$ cat config.mk
export PLATFORM = sky130hd
export DESIGN_NAME = bcd_countdown_timer
export DESIGN_NICKNAME = d
export VERILOG_FILES = /design/src/rtl/bcd_countdown_timer.sv
export SDC_FILE = /design/constraint.sdc
export NUM_CORES = 1
export LEC_CHECK = 0
export ABC_AREA = 1
export BUFFER_PORTS_ARGS = -buffer_cell sky130_fd_sc_hd__buf_2
export CORE_MARGIN = 4
export CORE_UTILIZATION = 30
export DETAILED_ROUTE_END_ITERATION = 16
export PLACE_DENSITY = 0.58
export SETUP_SLACK_MARGIN = 0.4
export SLEW_MARGIN = 20
export SYNTH_ARGS = -nofsm -noshare
export SYNTH_HDL_FRONTEND = slang
export SYNTH_SLANG_ARGS = --single-unit
export TNS_END_PERCENT = 10
$ cat constraint.sdc
create_clock -name clk -period 2.35 [get_ports clk]
set_input_delay 0.47 -clock clk [delete_from_list [all_inputs] [get_ports clk]]
set_output_delay 0.47 -clock clk [all_outputs]
set_load 0.05 [all_outputs]
$ cat src/rtl/bcd_countdown_timer.sv
// Multi-digit BCD countdown timer with run/pause/reload control and seven-segment decode.
// Optional macro EXPIRE_BLINK_EN makes the expiry LED blink at TICK_HZ while the timer is done.
module bcd_countdown_timer #(
   parameter int          CLK_HZ  = 12000000,
   parameter int          TICK_HZ = 1,
   parameter int          DIGITS  = 2,
   parameter logic [15:0] PRESET  = 16'h0024
) (
   input  logic                  clk,
   input  logic                  rst,
   input  logic                  start_pause,
   input  logic                  reload,
   output logic [4*DIGITS-1:0]   bcd,
   output logic [9*DIGITS-1:0]   seg_led,
   output logic                  running,
   output logic                  expired,
   output logic [7:0]            led
);

   localparam int DIV = CLK_HZ / TICK_HZ;
   localparam int PW  = (DIV > 2) ? $clog2(DIV) : 1;
   localparam int BW  = 4 * DIGITS;

   localparam logic [PW-1:0] DIV_LAST = PW'(DIV - 1);
   localparam logic [BW-1:0] PRESET_V = PRESET[BW-1:0];

   localparam logic [1:0] ST_LOADED = 2'd0;
   localparam logic [1:0] ST_RUN    = 2'd1;
   localparam logic [1:0] ST_PAUSE  = 2'd2;
   localparam logic [1:0] ST_DONE   = 2'd3;

   logic [1:0]    state_q, state_d;
   logic [BW-1:0] bcd_q, bcd_d;
   logic [PW-1:0] presc_q, presc_d;
   logic          tick;
   logic [BW-1:0] bcdDec;

   // Ripple-borrow decrement: a zero digit wraps to 9 and passes the borrow upward.
   function automatic logic [BW-1:0] decrementBcd(input logic [BW-1:0] v);
      logic [BW-1:0] r;
      logic          borrow;
      logic [3:0]    d;
      r      = v;
      borrow = 1'b1;
      for (int i = 0; i < DIGITS; i++) begin
         d = v[4*i +: 4];
         if (borrow) begin
            if (d == 4'd0) begin
               r[4*i +: 4] = 4'd9;
               borrow      = 1'b1;
            end else begin
               r[4*i +: 4] = d - 4'd1;
               borrow      = 1'b0;
            end
         end
      end
      return r;
   endfunction

   function automatic logic [6:0] segDecode(input logic [3:0] d);
      logic [6:0] p;
      case (d)
         4'd0:    p = 7'h3F;
         4'd1:    p = 7'h06;
         4'd2:    p = 7'h5B;
         4'd3:    p = 7'h4F;
         4'd4:    p = 7'h66;
         4'd5:    p = 7'h6D;
         4'd6:    p = 7'h7D;
         4'd7:    p = 7'h07;
         4'd8:    p = 7'h7F;
         4'd9:    p = 7'h6F;
         default: p = 7'h00;
      endcase
      return p;
   endfunction

   assign tick   = (state_q == ST_RUN) && (presc_q == DIV_LAST);
   assign bcdDec = decrementBcd(bcd_q);

   // A tick landing on a pause pulse still decrements; reaching zero beats pausing.
   always_comb begin
      state_d = state_q;
      bcd_d   = bcd_q;
      presc_d = '0;
      case (state_q)
         ST_LOADED: begin
            if (start_pause) state_d = ST_RUN;
         end
         ST_RUN: begin
            if (bcd_q == '0) begin
               state_d = ST_DONE;
            end else begin
               if (tick) bcd_d = bcdDec;
               if (tick && (bcdDec == '0)) begin
                  state_d = ST_DONE;
               end else if (start_pause) begin
                  state_d = ST_PAUSE;
               end else begin
                  presc_d = tick ? '0 : presc_q + PW'(1);
               end
            end
         end
         ST_PAUSE: begin
            if (start_pause) state_d = ST_RUN;
         end
         default: begin
            state_d = ST_DONE;
         end
      endcase
      if (reload) begin
         state_d = ST_LOADED;
         bcd_d   = PRESET_V;
         presc_d = '0;
      end
   end

   always_ff @(posedge clk or negedge rst) begin
      if (!rst) begin
         state_q <= ST_LOADED;
         bcd_q   <= PRESET_V;
         presc_q <= '0;
      end else begin
         state_q <= state_d;
         bcd_q   <= bcd_d;
         presc_q <= presc_d;
      end
   end

   assign bcd     = bcd_q;
   assign running = (state_q == ST_RUN);
   assign expired = (state_q == ST_DONE);

   for (genvar g = 0; g < DIGITS; g++) begin : gSeg
      assign seg_led[9*g +: 9] = {2'b00, segDecode(bcd_q[4*g +: 4])};
   end

`ifdef EXPIRE_BLINK_EN
   localparam int HALF = DIV / 2;
   localparam int HW   = (HALF > 1) ? $clog2(HALF) : 1;
   localparam logic [HW-1:0] HALF_LAST = HW'(HALF - 1);

   logic [HW-1:0] blinkCnt_q, blinkCnt_d;
   logic          blinkPhase_q, blinkPhase_d;

   // Blink counter idles at zero outside DONE so every expiry starts with the LED lit.
   always_comb begin
      blinkCnt_d   = '0;
      blinkPhase_d = 1'b0;
      if (state_q == ST_DONE) begin
         if (blinkCnt_q == HALF_LAST) begin
            blinkCnt_d   = '0;
            blinkPhase_d = ~blinkPhase_q;
         end else begin
            blinkCnt_d   = blinkCnt_q + HW'(1);
            blinkPhase_d = blinkPhase_q;
         end
      end
   end

   always_ff @(posedge clk or negedge rst) begin
      if (!rst) begin
         blinkCnt_q   <= '0;
         blinkPhase_q <= 1'b0;
      end else begin
         blinkCnt_q   <= blinkCnt_d;
         blinkPhase_q <= blinkPhase_d;
      end
   end

   assign led = ((state_q == ST_DONE) && !blinkPhase_q) ? 8'h00 : 8'hFF;
`else
   assign led = (state_q == ST_DONE) ? 8'h00 : 8'hFF;
`endif

endmodule
==> impl_metrics.json, run 1 <==
{
  "cts_root_buf": "clkbuf_8",
  "comb_power_share_pct": 21.6,
  "gp_congestion": 0.898,
  "pre_cts_ws_ns": 0.322,
  "fill_cells": 809,
  "drc": 0,
  "p_sw_share_pct": 32.1,
  "grt_max_degree": 35,
  "clk_pin_slew_worst_paths_ns": 0.07,
  "fin_ws_ns": 0.276,
  "max_freq_mhz": 482,
  "hold_violations": 0,
  "yosys.area.top_type": "dfrtp_1",
  "die_area_um2": 9730,
  "diodes": 0,
  "ys_top_cells_by_area": "dfrtp_1, nand2_1, nor2_1, ha_1, inv_1",
  "yosys.cell_count.top_type": "nand2_1",
  "hpwl_um": 4090,
  "routed_wl_um": 5400,
  "dp.cells": 448,
  "area_growth_pct": 21.0,
  "grt_setup_unrepaired": "yes",
  "die_w_um": 98.6,
  "cts_htree_levels": 2,
  "hp-class": "in2async",
  "ant_nets": 0,
  "num_rows": 32,
  "synth_common_cells": "nand2_1, nor2_1, inv_1, dfrtp_1",
  "switchingPower_uw": 430,
  "fin_skew_ns": 0.00870,
  "tritoncts": "done",
  "seq_area_frac_synth_pct": 34.6,
  "grt_pass1_vias": 1989,
  "cts_sinks": 34,
  "crit_path_start_kind": "register",
  "finalSetupViolCount": 0,
  "drtIter0Drc": 108,
  "slew_headroom_pct": 48.1,
  "synth-edff-count": 0,
  "drive_above_1_share_pct": 33.0,
  "status": "completed",
  "async_flop_share_pct": 100,
  "grt_usage_pct": 11.0,
  "slew_violations": 0,
  "place.port_buffers": 35,
  "clockPowerShare_pct": 33.3,
  "min_period_over_period_pct": 88.2,
  "peakVddDrop_v": 0.000310,
  "holdBufCountCts": 0,
  "crit_fanout": 4,
  "routedWlPerCell_um": 11.7,
  "start_util_pct": 31.4,
  "synthFlopType": "dfrtp_1",
  "fin_util_pct": 38.0,
  "worst_ep_arrival_time_ns": 1.60,
  "ctsLongestPathBuffers": 2,
  "nets": 374,
  "instances_no_fill": 460,
  "grt_pass1_wl_um": 9140,
  "required_ns": 1.88,
  "cts_buffers": 5,
  "syn_area_um2": 2460,
  "yosysWarningCount": 0,
  "coreArea_um2": 7850,
  "synth_top_area_share_pct": 32.5,
  "ys_types": 36,
  "maxCapViolCount": 0,
  "fin_tns_setup_ns": 0,
  "synth_seq_cells": 34,
  "antenna_found_initial": 0,
  "die_y_um": 98.6,
  "cp-end-kind": "output port",
  "post-route-min-period_ns": 2.07,
  "clk_latency_ns": 0.29,
  "grt-ovfl-total": 0,
  "num_io_pins": 40,
  "p_int_uw": 910,
  "p_per_area_nw_per_um2": 449,
  "seqPwrFrac_pct": 45.1,
  "avgSynthCellArea_um2": 7.68,
  "tightest_slew_ns": 0.779,
  "vias_per_cell": 4.61,
  "vias": 2122,
  "p_leak_uw": 0.00134,
  "critPathKind": "reg2out",
  "first_pass_iters": 4,
  "syn_inst": 321
}
[final timing paths]
kind | startpoint | to | slack, ns | cells past startpoint
max | bcd[5] | seg_led[12] | 0.28 | 7
max reg2reg | bcd[5] | presc_q[18] | 0.52 | 11
min in group clk | presc_q[0] | presc_q[0] | 0.46 | 1
min reg2reg | presc_q[0] | presc_q[0] | 0.46 | 1
min | rst | presc_q[15] | 0.26 | 1
max in group asynchronous | rst | bcd[4] | 1.54 | 1
[through the flow]
stage / instance area (um^2) / hold slack (ns) / power [uW]
global route: 2980 / 0.333 / 1400
CTS: 2930 / 0.288 / 1350
floorplan: 2540 / 0.174 / 836
finish: 2980 / 0.255 / 1340
detailed placement: 2750 / 0.454 / 882
global placement: 2750 / 0.444 / 880
[power by group through the flow]
stage                     combinational (uW)  sequential (uW)  clock, uW
after floorplan                          212              624          0
after global placement                   265              616          0
after detailed placement                 265              616          0
after CTS                                281              604        461
after global routing                     312              605        479
final                                    289              605        446
[state kept, by name (all words and copies together), names as in the netlist]
| signal | cells |
|---|---|
| bcd | 8 |
| presc_q | 24 |
| state_q | 2 |
[final cells by class]
cell class	instances	area [um^2]	area share, %
multi-input cells	237	1500	50.3
clock buffers	8	90.1	3.02
well taps	102	128	4.28
inverters	40	168	5.62
flip-flops and latches	34	857	28.7
repair buffers	39	239	8.02
[metal layers]
metal | share of wire, % | wire length (um) | vias up | global-route usage (%)
li1 | - | - | 1081 | -
met1 | 48 | 2580 | 990 | 14.5
met2 | 47 | 2520 | 47 | 18.3
met3 | 4.8 | 258 | 4 | 2.62
met4 | 0.80 | 43 | 0 | 2.94
met5 | 0 | 0 | - | 0
[cell usage in the layout (no fill, tap or decap), types with 5 or more instances in the layout]
cell | Yosys | layout
buf_2 | 0 | 29
o21ai_0 | 10 | 5
dfrtp_1 | 32 | 29
inv_2 | 5 | 5
inv_1 | 33 | 29
nor3_1 | 7 | 7
buf_6 | 1 | 5
clkbuf_8 | 0 | 6
o22ai_1 | 5 | 5
xor2_1 | 9 | 9
a21oi_2 | 3 | 6
inv_4 | 1 | 5
nand3_1 | 13 | 12
nand2_4 | 5 | 7
nor2_2 | 5 | 9
o21ai_1 | 3 | 5
a21oi_1 | 11 | 7
buf_4 | 12 | 5
nor2_1 | 52 | 44
nor2_4 | 7 | 11
ha_1 | 13 | 11
nand2_1 | 68 | 65
[repair_timing]
| item | in CTS | in global routing |
|---|---|---|
| pin swaps | 2 | 5 |
| endpoints found under the setup margin | 19 | 14 |
| buffers inserted | 4 | 0 |
| resized for setup | 20 | 17 |
[critical path, cell delays in order, from the launching register on]
cell and delay, ns:
dfstp_2 0.56, inv_4 0.05, ha_4 0.27, nand2_4 0.05
nand2_4 0.08, nor2_4 0.04, nor2_4 0.10, buf_6 0.16
[kinds of logic after synthesis]
| group | synth area share (%) |
|---|---|
| other | 0.152 |
| and+or+nand+nor | 35.1 |
| DFF | 34.6 |
| buffers and inverters | 10.5 |
| adders and majority gates | 6.60 |
| xor gates and xnor gates | 3.55 |
| AOI/OAI and AO/OA | 9.49 |
Note: power is estimated with default switching activity, not from simulation.
==> run 2, diff against run 1 <==
--- a/config.mk
+++ b/config.mk
@@ -6,9 +6,10 @@
 export NUM_CORES = 1
 export LEC_CHECK = 0
 export ABC_AREA = 1
-export BUFFER_PORTS_ARGS = -buffer_cell sky130_fd_sc_hd__buf_2
+export BUFFER_PORTS_ARGS = -buffer_cell sky130_fd_sc_hd__buf_4
 export CORE_MARGIN = 4
 export CORE_UTILIZATION = 30
+export CTS_CLUSTER_SIZE = 14
 export DETAILED_ROUTE_END_ITERATION = 16
 export PLACE_DENSITY = 0.58
 export SETUP_SLACK_MARGIN = 0.4
==> impl_metrics.json, run 2 (same netlist as run 1, synthesis figures left out) <==
{
  "critPathKind": "reg2out",
  "tritoncts": "done",
  "grt_usage_pct": 11.8,
  "cts_htree_levels": 2,
  "area_growth_pct": 26.2,
  "num_rows": 32,
  "reg2regPathDepth": 11,
  "place_area_um2": 2830,
  "ff2ff_setup_slack_ns": 0.50,
  "hp-class": "in2async",
  "fin_ws_ns": 0.283,
  "vias_per_cell": 4.54,
  "drtIter0Drc": 119,
  "grt-ovfl-total": 0,
  "crit_path_start_kind": "register",
  "fin_total_pwr_uw": 1370,
  "post-route-min-period_ns": 2.07,
  "clockPowerShare_pct": 32.9,
  "r2r_end": "presc_q[18]",
  "path_buf_inv": 2,
  "cp_slowest_stage_delay_ns": 0.58,
  "drive_above_1_share_pct": 35.0,
  "p_leak_uw": 0.00139,
  "gp_congestion": 0.900,
  "status": "completed",
  "p_sw_share_pct": 32.2,
  "fill_cells": 786,
  "clk_pin_slew_worst_paths_ns": 0.07,
  "p_per_area_nw_per_um2": 439,
  "min_period_over_period_pct": 88.0,
  "peakVddDrop_v": 0.000194,
  "p_int_uw": 926,
  "coreArea_um2": 7850,
  "diodes": 0,
  "cp-end-kind": "output port",
  "routedWlPerCell_um": 11.6,
  "die_y_um": 98.6,
  "multi_input_area_um2": 1500,
  "top_register": "presc_q",
  "fin_skew_ns": 0.0104,
  "switchingPower_uw": 440,
  "worst_ep_arrival_time_ns": 1.60,
  "antenna_found_initial": 0,
  "crit_fanout": 4,
  "cts_buffers": 5,
  "cpMaxStageDelayCell": "dfstp_2",
  "first_pass_iters": 5,
  "slew_violations": 0,
  "place.port_buffers": 35,
  "largest_reg_flops": 24,
  "clk_latency_ns": 0.29,
  "grt_max_degree": 35,
  "seqPwrFrac_pct": 44.3,
  "ant_nets": 0,
  "die_w_um": 98.6,
  "maxCapViolCount": 0,
  "fin_tns_setup_ns": 0,
  "mostFrequentLayoutCell": "nand2_1",
  "crit_family": "flip-flops",
  "layout_common_cells": "nand2_1, nor2_1, buf_4",
  "rr_startpoint": "bcd[5]",
  "register_area_um2": 858,
  "drc": 0,
  "grt_setup_unrepaired": "yes",
  "nets": 379,
  "vias": 2112,
  "holdBufCountCts": 0,
  "grt_pass1_vias": 2112,
  "grt_pass1_wl_um": 9710,
  "routed_wl_um": 5380,
  "cts_root_buf": "clkbuf_8",
  "ctsLongestPathBuffers": 2,
  "start_util_pct": 31.4,
  "hold_violations": 0,
  "finalSetupViolCount": 0,
  "die_area_um2": 9730,
  "max_freq_mhz": 484,
  "num_io_pins": 40,
  "cp_cell_sequence": "inv_4 > ha_4 > nand2_2 > nand2_2 > nor2_4 > nor2_4 > buf_6",
  "cts_sinks": 34,
  "comb_power_share_pct": 22.8,
  "hpwl_um": 4070,
  "final_area_um2": 3110,
  "required_ns": 1.88,
  "pre_cts_ws_ns": 0.348
}
run 2: cell types whose count changed in the layout (fill, tap and decap cells not counted), sizes merged:
cell,delta
clkinv,+1
buf,+5
clkbuf,-1
run 2: area by class of cell:
| type | count | area share, % |
|---|---|---|
| well taps | 102 | 4.10 |
| clock inverters | 1 | 0.161 |
| multi-input cells | 237 | 48.1 |
| clock buffers | 7 | 2.78 |
| inverters | 40 | 5.31 |
| repair buffers | 44 | 12.0 |
| flip-flops and latches | 34 | 27.6 |
run 2: what timing repair did:
| action | 4_1_cts | 5_1_grt |
|---|---|---|
| pin swaps | 5 | 4 |
| setup endpoints to repair | 21 | 20 |
| buffers inserted | 8 | 1 |
| gates resized for setup | 29 | 4 |
run 2: how the worst max path moves through the flow:
stage | from | endpoint | slack [ns] | cells past startpoint
2_1_floorplan | bcd[6] | seg_led[15] | 0.25 | 3
3_3_place_gp | bcd[5] | seg_led[12] | 0.40 | 7
3_5_place_dp | bcd[5] | presc_q[18] | 0.35 | 11
4_1_cts | bcd[5] | seg_led[12] | 0.28 | 7
5_1_grt | bcd[5] | seg_led[12] | 0.21 | 7
6_report | bcd[5] | seg_led[12] | 0.28 | 7
run 2: per-layer routing:
layer / vias up / GRT usage [%] / wire length [um]
met5: - / 0 / 0
met3: 8 / 3.04 / 241
met2: 40 / 19.6 / 2630
met1: 973 / 15.5 / 2450
met4: 0 / 2.84 / 53
li1: 1091 / - / -
run 2: metrics by stage:
stage                     cells  util, %  hold WS [ns]
after floorplan             324        -         0.174
after global placement      448     36.1         0.448
after detailed placement    448     36.1         0.448
after CTS                   464     39.4         0.137
after global routing        465     39.6         0.149
final                       465     39.6         0.124
run 2: power by group through the flow:
| stage | Sequential, uW | Clock [uW] | Combinational (uW) |
|---|---|---|---|
| 5_1_grt | 606 | 500 | 337 |
| 2_1_floorplan | 624 | 0 | 212 |
| 3_5_place_dp | 616 | 0 | 283 |
| 4_1_cts | 604 | 471 | 309 |
| 6_report | 605 | 450 | 312 |
| 3_3_place_gp | 616 | 0 | 282 |
